==> src/rtl/lif_neuron_core.sv <==
// Two-input leaky integrate-and-fire neuron: weighted stimulus is integrated
// into an 8-bit membrane potential with constant leak, spike and refractory hold-off.
module lif_neuron_core #(
  parameter logic [3:0] W0      = 4'd2,
  parameter logic [3:0] W1      = 4'd3,
  parameter logic [7:0] THRESH  = 8'd20,
  parameter logic [7:0] LEAK    = 8'd1,
  parameter logic [3:0] REFRACT = 4'd2
) (
  input  logic       clk,
  input  logic       rst,
  input  logic [3:0] x0,
  input  logic [3:0] x1,
  output logic       spike,
  output logic [7:0] potential,
  output logic       refractory
);

  logic              r_spike;
  logic [7:0]        r_potential;
  logic [3:0]        r_count;

  logic [8:0]        w_sum;
  logic signed [10:0] w_cand;
  logic [7:0]        w_clamp;
  logic              w_fire;

  // Weighted sum, leaky candidate potential, clamp and threshold test.
  // The 11-bit signed candidate spans -255..705, so neither clamp edge wraps.
  always_comb begin
    w_sum   = ({5'd0, x0} * {5'd0, W0}) + ({5'd0, x1} * {5'd0, W1});
    w_cand  = $signed({3'd0, r_potential}) + $signed({2'd0, w_sum})
            - $signed({3'd0, LEAK});
    w_clamp = 8'd0;
    if (w_cand < 11'sd0) begin
      w_clamp = 8'd0;
    end else if (w_cand > 11'sd255) begin
      w_clamp = 8'd255;
    end else begin
      w_clamp = w_cand[7:0];
    end
    w_fire = (w_clamp >= THRESH);
  end

  // Membrane state: refractory countdown overrides integration.
  always_ff @(posedge clk or posedge rst) begin
    if (rst) begin
      r_spike     <= 1'b0;
      r_potential <= 8'd0;
      r_count     <= 4'd0;
    end else if (r_count != 4'd0) begin
      r_spike     <= 1'b0;
      r_potential <= 8'd0;
      r_count     <= r_count - 4'd1;
    end else if (w_fire) begin
      r_spike     <= 1'b1;
      r_potential <= 8'd0;
      r_count     <= REFRACT;
    end else begin
      r_spike     <= 1'b0;
      r_potential <= w_clamp;
      r_count     <= 4'd0;
    end
  end

  assign spike      = r_spike;
  assign potential  = r_potential;
  assign refractory = (r_count != 4'd0);

endmodule

==> config.mk <==
export PLATFORM = sky130hd
export DESIGN_NAME = lif_neuron_core
export DESIGN_NICKNAME = d
export VERILOG_FILES = /design/src/rtl/lif_neuron_core.sv
export SDC_FILE = /design/constraint.sdc
export NUM_CORES = 1
export LEC_CHECK = 0
export ABC_AREA = 1
export ABC_CLOCK_PERIOD_IN_PS = 3400
export CAP_MARGIN = 20
export CORE_MARGIN = 2
export CORE_UTILIZATION = 54
export CTS_BUF_LIST = sky130_fd_sc_hd__clkbuf_4 sky130_fd_sc_hd__clkbuf_8 sky130_fd_sc_hd__clkbuf_16
export DETAILED_ROUTE_END_ITERATION = 6
export PLACE_DENSITY = 0.83
export RECOVER_POWER = 50
export SLEW_MARGIN = 20
export SYNTH_ARGS = -nofsm -noshare
export SYNTH_HDL_FRONTEND = slang
export SYNTH_SLANG_ARGS = --single-unit
==> constraint.sdc <==
create_clock -name clk -period 3.4 [get_ports clk]
set_clock_uncertainty 0.05 [all_clocks]
set_input_delay 0.85 -clock clk [delete_from_list [all_inputs] [get_ports clk]]
set_output_delay 0.85 -clock clk [all_outputs]
set_load 0.02 [all_outputs]
Yosys cells after proc, flatten, opt, wreduce, memory -nomap -nowiden
Cells that the tools add are included.
Storage, ports and cells
  register bits: 13
  bits in read-only memories: 0
  bits in latches: 0
  memories kept: 0
  bits in writable memories: 0
  logic and storage cells: 20
Operators by class
  multiplexer cells: 8
  add/subtract/negate cells: 4
  reductions and logical operators: 1
  div/mod/pow operators: 0
  shift-type cells: 0
  multiply operators: 1
  bitwise gates (word level): 0
  magnitude comparators: 3
  equal/unequal tests: 0
Operators with widths (number)
  2-to-1 mux 8 bit: 4
  > comparator 10 x 9 -> 1 bit (second input constant): 1
  < comparator 10 x 1 -> 1 bit (second input constant): 1
  subtractor 9 x 1 -> 10 bit (second input constant): 1
  adder 8 x 7 -> 9 bit: 1
  greater-or-equal comparator 8 x 5 -> 1 bit (second input constant): 1
  adder 5 x 6 -> 7 bit: 1
  multiplier 4 x 2 -> 6 bit (second input constant): 1
  2-to-1 mux 4 bit: 1
  nonzero test 4 bit: 1
  subtractor 4 x 1 -> 4 bit (second input constant): 1
  2-to-1 mux 1 bit: 2
  2-to-1 mux 2 bit: 1

Longest topological paths before layout
  depth in word-level cells: 10
  depth in mapped cells: 21

Least setup slack after synthesis
No wires, ideal clock.
  path type: input -> register
  start point: input port x1[1]
  end point: register r_count[1]
  path buffers: 0
  required time: 3232 ps
  stages: 19
  setup slack: -407 ps
  arrival time: 3639 ps
  setup time: 118 ps
  cell sequence: inv_1 -> ha_1 -> inv_1 -> fa_1 -> fa_1 -> ha_1 -> fa_1 -> nand2_1 -> nand2_1 -> nand3_2 -> nand2_1 -> nand2_1 -> nand2_2 -> nor2_1 -> nand2_1 -> nand2_2 -> nand2_1 -> nand2_1 -> nand2_1
Between the ends
  cells in the longest elaborated chain, start to end: 10
  elaborated cells on any way between the ends: 11
  those cells by class: add/sub (3); mul (1); order compare (3); mux (4)
RTL lines
  start, declared: RTL line 13  | input logic [3:0] x1,
  multiplier 4 x 2 -> 6 bit (*): RTL line 31  | w_sum = ({5'd0, x0} * {5'd0, W0}) + ({5'd0, x1} * {5'd0, W1});
  adder 5 x 6 -> 7 bit (*): RTL line 31
  adder 8 x 7 -> 9 bit (*): RTL line 32  | w_cand = $signed({3'd0, r_potential}) + $signed({2'd0, w_sum})
  subtractor 9 x 1 -> 10 bit (*): RTL line 33  | - $signed({3'd0, LEAK});
  > comparator 10 x 9 -> 1 bit: RTL line 37  | end else if (w_cand > 11'sd255) begin
  2-to-1 mux 8 bit: RTL line 37
  2-to-1 mux 8 bit (*): RTL line 35  | if (w_cand < 11'sd0) begin
  greater-or-equal comparator 8 x 5 -> 1 bit (*): RTL line 42  | w_fire = (w_clamp >= THRESH);
  2-to-1 mux 2 bit (*): RTL line 55  | end else if (w_fire) begin
  2-to-1 mux 4 bit (*): RTL line 51  | end else if (r_count != 4'd0) begin
  end signal, assigned: RTL line 54  | r_count <= r_count - 4'd1;
  end, declared: RTL line 21  | logic [3:0] r_count;
Mark *: on every way between the ends. The rest lies on a longest branch, timed or not.

Worst setup path after layout
  start point: input port x1[3]
  end point: register r_potential[4], in the netlist potential[4]
Between the ends
  cells in the longest elaborated chain, start to end: 10
  elaborated cells on any way between the ends: 11
  those cells by class: add/sub (3); mul (1); order compare (3); mux (4)
RTL lines
  multiplier 4 x 2 -> 6 bit (*): RTL line 31
  adder 5 x 6 -> 7 bit (*): RTL line 31
  adder 8 x 7 -> 9 bit (*): RTL line 32
  subtractor 9 x 1 -> 10 bit (*): RTL line 33
  > comparator 10 x 9 -> 1 bit: RTL line 37
  2-to-1 mux 8 bit: RTL line 37
  2-to-1 mux 8 bit (*): RTL line 35
  greater-or-equal comparator 8 x 5 -> 1 bit: RTL line 42
  2-to-1 mux 8 bit (*): RTL line 55
  2-to-1 mux 8 bit (*): RTL line 51
  end signal, assigned: RTL line 61  | r_potential <= w_clamp;
  end, declared: RTL line 20  | logic [7:0] r_potential;
Marked as above.

==> summary.txt <==
Yosys
  • Post-synth top area share: 24.8%
  • Post-synth top area cell: dfrtp_1
  • Dominant cell by count in the synthesized netlist: inv_1
  • Main combinational cell family by area after synthesis: adder cells
  • Most area-consuming cells after synthesis: dfrtp_1 25%, ha_1 18%, inv_1 14%, fa_1 11%, nand2_1 10%
  • Synth cell types: 20
  • Mapped Area: 1310 um^2
  • Compound-gate portion of the synthesized area: 3.43%
  • Mean Syn Cell Area: roughly 7.7 um^2
  • Synth Area in Adders: 28.8%
  • Synth Flop Type: dfrtp_1
  • Synth Area in Simple Gates: 25.6%
  • Top cells by count, synth: 48 x inv_1, 36 x nand2_1, 19 x ha_1, 15 x nor2_1, 13 x dfrtp_1
  • Synth Area in XOR/XNOR: 3.34%
  • Seq cells post-synth: 13
  • Async S/R FF share, synth: 100%
  • Sequential share of the synthesized area: 24.8%
  • EDFF count, synth: 0
  • Yosys warns: 0
  • Syn Inst Count: 170
  • Mux contribution to synthesized area: 0%

Global route
  • Number of global-route vias before repair: ~1,300
  • Grt total ovfl: 0
  • Tot GR Track Use: 26.7%
  • First-pass GRT wire length: ~5400 um
  • Largest net degree at the start of global routing: 14
  • Antenna violations before repair: 0

Route
  • Routed WL: 3860 um
  • Drt pass-1 iters: 6
  • Total number of vias: roughly 1,300
  • Routed Antenna Nets: 0
  • Drt wl/cell: roughly 15 um
  • DRC: 0
  • DRT iter0 DRCs: 53
  • Via/cell ratio: about 5.2

STA
  • Min cycle time layout: 3690 ps
  • RSZ-0062 raised after global routing: yes
  • Final setup viols: 7
  • TNS Setup: -1920 ps
  • Period utilization: 108%
  • Max Freq: 0.271 GHz
  • Slew Viols, Final: 0
  • Final Hold Fails: 0
  • Final WS setup: -287 ps

Finish
  • Nets: 259
  • Area grow syn2layout: 47.5%
  • Fin area: 1940 um^2
  • Fill cells: 111
  • Antenna cells: 0
  • Share of layout cells above drive strength 1: roughly a third
  • Final core occ: 85.8%

Floorplan
  • # IOs: 20
  • Die height: 53.3 um
  • Die area: between 2000 and 3000 um^2
  • Die width: 53.3 um
  • Initial Util: between 50% and 60%
  • Rows: 17
  • Core region area: between 2000 and 2500 um^2

Power
  • VDD IR max: 580 uV
  • Pwr Total: 0.920 mW
  • Pwr Density: between 400 and 500 nW/um^2
  • Pleak: 1.06 nW

Clock network
  • Clock Sink Count: 13
  • Total CTS buffers: 3
  • Clock root buffer: clkbuf_4
  • Htree depth: 1
  • Worst-case clock buffer depth: 2
  • Clk slew on worst S/H paths: 70 ps
  • CTS tree: yes
  • Worst skew pair latency: 280 ps

Placement
  • Global placer's final weighted congestion: 0.746
  • Port bufs: 19
  • DP HPWL: 2260 um
  • DP Worst Slack: -1030 ps
  • Dpl cell area: 1700 um^2

Critical path
  • CP Launch Type: primary input
  • Worst setup path class: primary input to register
  • Critical Path AT: around 3800 ps
  • Req. time, crit path: between 3000 and 4000 ps
  • Critical Path End Type: register
  • Crit-path max FO: 5

Status
  • Status: finished with violations
  • Failing checks: setup timing

Worst hold path
  • Hold crit path type: register to register

Run
  • Max Cap Viol: 0
-- routing by layer --
layer / track usage (%) / share of wire [%]
met2: 49.8 / 52
met5: 0 / 0
met1: 28.1 / 40
met3: 6.78 / 5.9
met4: 10.3 / 1.5
-- cell families (layout without fill, tap and decap cells) --
logic type	count (synthesis)	count (layout)
flip-flops	13	13
AND/OR/NAND/NOR	73	73
other	1	3
buffers and inverters	48	98
adder cells (fa/ha/maj)	26	26
AO/OA/AOI/OAI	4	4
XOR/XNOR	5	5
-- worst paths after layout --
path	from	to	slack, ps	cells after the start
worst min-delay path	r_count[0]	r_count[0]	430	1
worst max register to register	potential[2]	potential[4]	740	14
worst min register to register	r_count[0]	r_count[0]	430	1
max in group asynchronous	rst	potential[6]	2140	2
min in group asynchronous	rst	r_count[3]	840	2
worst max-delay path	x1[3]	potential[4]	-290	17
-- cell type report --
type | instances | area [um^2] | share of cell area [%]
inverter | 48 | 195 | 10.1
timing repair buffer | 46 | 400 | 20.7
clock buffer | 4 | 30.0 | 1.55
sequential | 13 | 325 | 16.8
tap | 28 | 35.0 | 1.81
multi-input combinational | 111 | 950 | 49.1
-- worst max-delay path, cell delays in order --
cell and delay, ps:
dlygate4sd2_1 250, inv_2 100, ha_4 220, fa_2 550, fa_2 480, fa_2 390, nand2_2 100, nand2_4 70
nand3_4 90, buf_4 130, nand3_4 80, nand3_2 110, nand2_1 70, nand2_1 90, nand2_2 80, nand3_4 100
nor2_1 50
-- timing repair --
action	CTS	global route
resized for setup	30	16
setup buffers	11	1
pin swaps	17	9
hold buffers	0	0
setup endpoints to repair	7	7
-- cells in the final DEF (no fill, tap or decap) --
master            n
fa_1              3
o21bai_4          1
nand2_4           4
nand3_1           5
dlygate4sd2_1     2
xor2_1            2
a21oi_1           1
ha_1             13
buf_2             1
clkbuf_4          4
inv_2             4
nor2_1           12
inv_8             2
nand3_4           3
nor2_2            2
conb_1            3
nand3_2           2
o21ai_0           1
or2_2             2
nand2_2           6
ha_4              4
clkdlybuf4s50_1  14
nor2_4            1
buf_8             1
fa_2              4
buf_4            27
a21oi_4           1
buf_12            1
dfrtp_1          13
ha_2              2
inv_1            42
nand4_1           3
nor3_1            2
xnor2_1           3
nand2_1          31
-- through the flow --
step | cells | hold WS, ps
final | 250 | 428
after CTS | 249 | 423
after detailed placement | 234 | 414
after floorplan | 172 | 377
after global routing | 250 | 456
after global placement | 234 | 390
-- state kept, by name, summed over array words and instances (netlist names) --
name	count
potential	8
spike	1
r_count	4
-- power breakdown --
part	switching, mW	leakage, nW	total, mW	internal (mW)
Clock	0.0468	0.0184	0.100	0.0535
Sequential	0.0246	0.166	0.214	0.190
Combinational	0.324	0.879	0.605	0.281
(Power assumes the default switching activity.)
==> patch, RTL diff (same flow settings) <==
The parameter `THRESH` goes from 8'd20 to 8'd10.
--- a/src/rtl/lif_neuron_core.sv
+++ b/src/rtl/lif_neuron_core.sv
@@ -4,5 +4,5 @@
   parameter logic [3:0] W0      = 4'd2,
   parameter logic [3:0] W1      = 4'd3,
-  parameter logic [7:0] THRESH  = 8'd20,
+  parameter logic [7:0] THRESH  = 8'd10,
   parameter logic [7:0] LEAK    = 8'd1,
   parameter logic [3:0] REFRACT = 4'd2
Check against the original RTL: not equivalent (a bounded check fails within 4 cycles, from zero or initial values and one cycle with rst high).
==> patch against the original RTL <==
- largest cell class unchanged
- highest routed layer unchanged
- total power is 12% lower
- combinational power is 20% lower
- synthesized cell count is 12% lower
- sequential cell count stayed put
- final area is 12% lower
- die area is 5.1% lower
- setup slack better by 0.22 ns
- area after synthesis is 5.5% lower
- sequential share of layout area is 2.4 points higher
- routed wire length is 27% lower
- the flow still finishes with violations (negative setup slack)
- via count is 17% lower
==> patch: results (changes against the original RTL) <==
Synth
  – Compound-gate portion of the synthesized area: 0.0535 (+0.0192)
  – Xor/xnor share of the synthesized area: 0.0283 (-0.00511)
  – Synth warn: 0 (unchanged)
  – Synth top area cells: dfrtp_1, ha_1, inv_1
  – Async S/R FF share, synth: 1.00 (unchanged)
  – Post-synthesis sequential area ratio: 0.262 (+0.0145)
  – Synth cell types: 24 (+20%)
  – Post-synthesis adder-cell area fraction: 0.305 (+0.0168)
  – Mux share of post-synthesis cell area: 0 (unchanged)
  – Post-synth top cells: inv_1, nand2_1, ha_1, dfrtp_1, nor2_1

GRT
  – GRT Overall Usage: 0.228 (-0.0386)
  – Initial antenna violation count: 0 (unchanged)
  – Largest net degree at the start of global routing: 14 (unchanged)
  – Met1 usage: 0.251 (-0.0300)
  – First-pass GRT wire length: 4610 microns (-15%)
  – Grt met2 use: 0.454 (-0.0444)
  – Met3 Use GR: 0.0287 (-0.0391)

Layout
  – Max reg flops: 8 (unchanged)
  – Proportion of layout cells with a drive suffix above 1: 0.286 (-0.0386)
  – # diodes: 0 (unchanged)
  – # nets final: 226 (-13%)

Placement
  – Final GP Congestion: 0.799 (+7.0%)
  – HPWL after detailed placement: 2190 microns (-3.0%)
  – Pre-CTS setup slack: -0.902 ns (+0.131 ns)
  – DP Area: 1570 sq um (-7.7%)
  – Port Buf Inserts: 19 (unchanged)

Drt
  – Number of iterations in the first detailed-routing pass: 4 (-2)
  – Average wire per standard cell: 13.0 microns (-15%)
  – Starting DRC count in detailed routing: 24 (-55%)
  – Via count: 1086 (-17%)

Worst setup path
  – RR Endpoint: potential[3]
  – R2R Path Start: potential[0]
  – Max incr delay on CP: 0.50 ns (-0.05 ns)
  – Slowest stage cell on the critical path: fa_1
  – Crit Path Max Fanout: 4 (-1)
  – Worst R2R Path Depth: 15 (+1)
  – R2r setup slk: 0.87 ns (+0.13 ns)
  – Arrival @ worst endpoint: 3.62 ns (-0.19 ns)

Min path
  – Worst hold start: r_count[0]
  – WHS Path Cells: 1 (unchanged)
  – WHS Endpoint: r_count[0]
  – Min-Delay Path Class: reg -> reg

Clock network
  – H-tree depth: 1 (unchanged)
  – Root Driver: clkbuf_4
  – Clock transition at path regs: 0.08 ns
  – Clock Tree Buf Depth: 2 (unchanged)
  – Number of buffers created by CTS: 3 (unchanged)
  – Clk_lat worst skew: 0.28 ns (about the same)

Timing
  – Setup tns final: -0.146 ns (+1.78 ns)
  – Final setup viols: 4 (-3)
  – Final worst slack: -0.0641 ns (+0.223 ns)
  – Hold_ws: 0.421 ns (-0.00751 ns)

Outcome
  – Failing checks: negative setup slack
  – Status: complete, but fails checks

Power
  – Sw frac: 0.438 (+0.00783)
  – Leak: 0.911 nW (-14%)
  – Peak VDD IR: 416 uV (-28%)
## patch: power groups by stage
| stage | combinational (mW) | clock [mW] | sequential [mW] |
|---|---|---|---|
| floorplan | 0.303 | 0 | 0.228 |
| global placement | 0.411 | 0 | 0.220 |
| detailed placement | 0.437 | 0 | 0.223 |
| CTS | 0.454 | 0.109 | 0.219 |
| global route | 0.537 | 0.116 | 0.222 |
| finish | 0.482 | 0.106 | 0.220 |
## patch: layout make-up
class | instances | area (sq um)
multi-input cells | 99 | 847
fillers | 166 | 493
flip-flops and latches | 13 | 325
repair buffers | 32 | 292
inverters | 41 | 169
well taps | 28 | 35.0
clock buffers | 4 | 30.0
## patch: repair_timing
action / CTS / global route
pin swaps: 13 / 6
resized for setup: 22 / 13
endpoints found under the setup margin: 6 / 6
buffers inserted: 5 / 1
hold buffers: 0 / 0
## patch: how the worst max path moves through the flow
stage | start | to | slack [ns] | cells after the start
6_report | x1[1] | potential[3] | -0.06 | 17
5_1_grt | x1[0] | potential[1] | -0.17 | 17
4_1_cts | x1[1] | potential[0] | -0.14 | 18
3_5_place_dp | x1[1] | potential[1] | -0.90 | 17
3_3_place_gp | x1[1] | potential[0] | -0.81 | 18
2_1_floorplan | x1[1] | potential[0] | -0.09 | 16
## patch: worst max-delay path, delay by kind of cell
family / cells / cell delay, ns
fa+ha+maj: 5 / 1.86
simple gates: 6 / 0.52
buf+inv: 4 / 0.22
compound gates: 2 / 0.17
## patch: through the flow
step | power (mW) | cells
detailed placement | 0.660 | 208
finish | 0.808 | 217
CTS | 0.781 | 217
global route | 0.876 | 217
global placement | 0.631 | 208
floorplan | 0.532 | 153
## patch: per-layer routing
layer | share of wire | up-vias
met5 | 0 | -
met4 | 0.0053 | 0
met3 | 0.032 | 2
met2 | 0.56 | 30
met1 | 0.40 | 521
li1 | - | 533
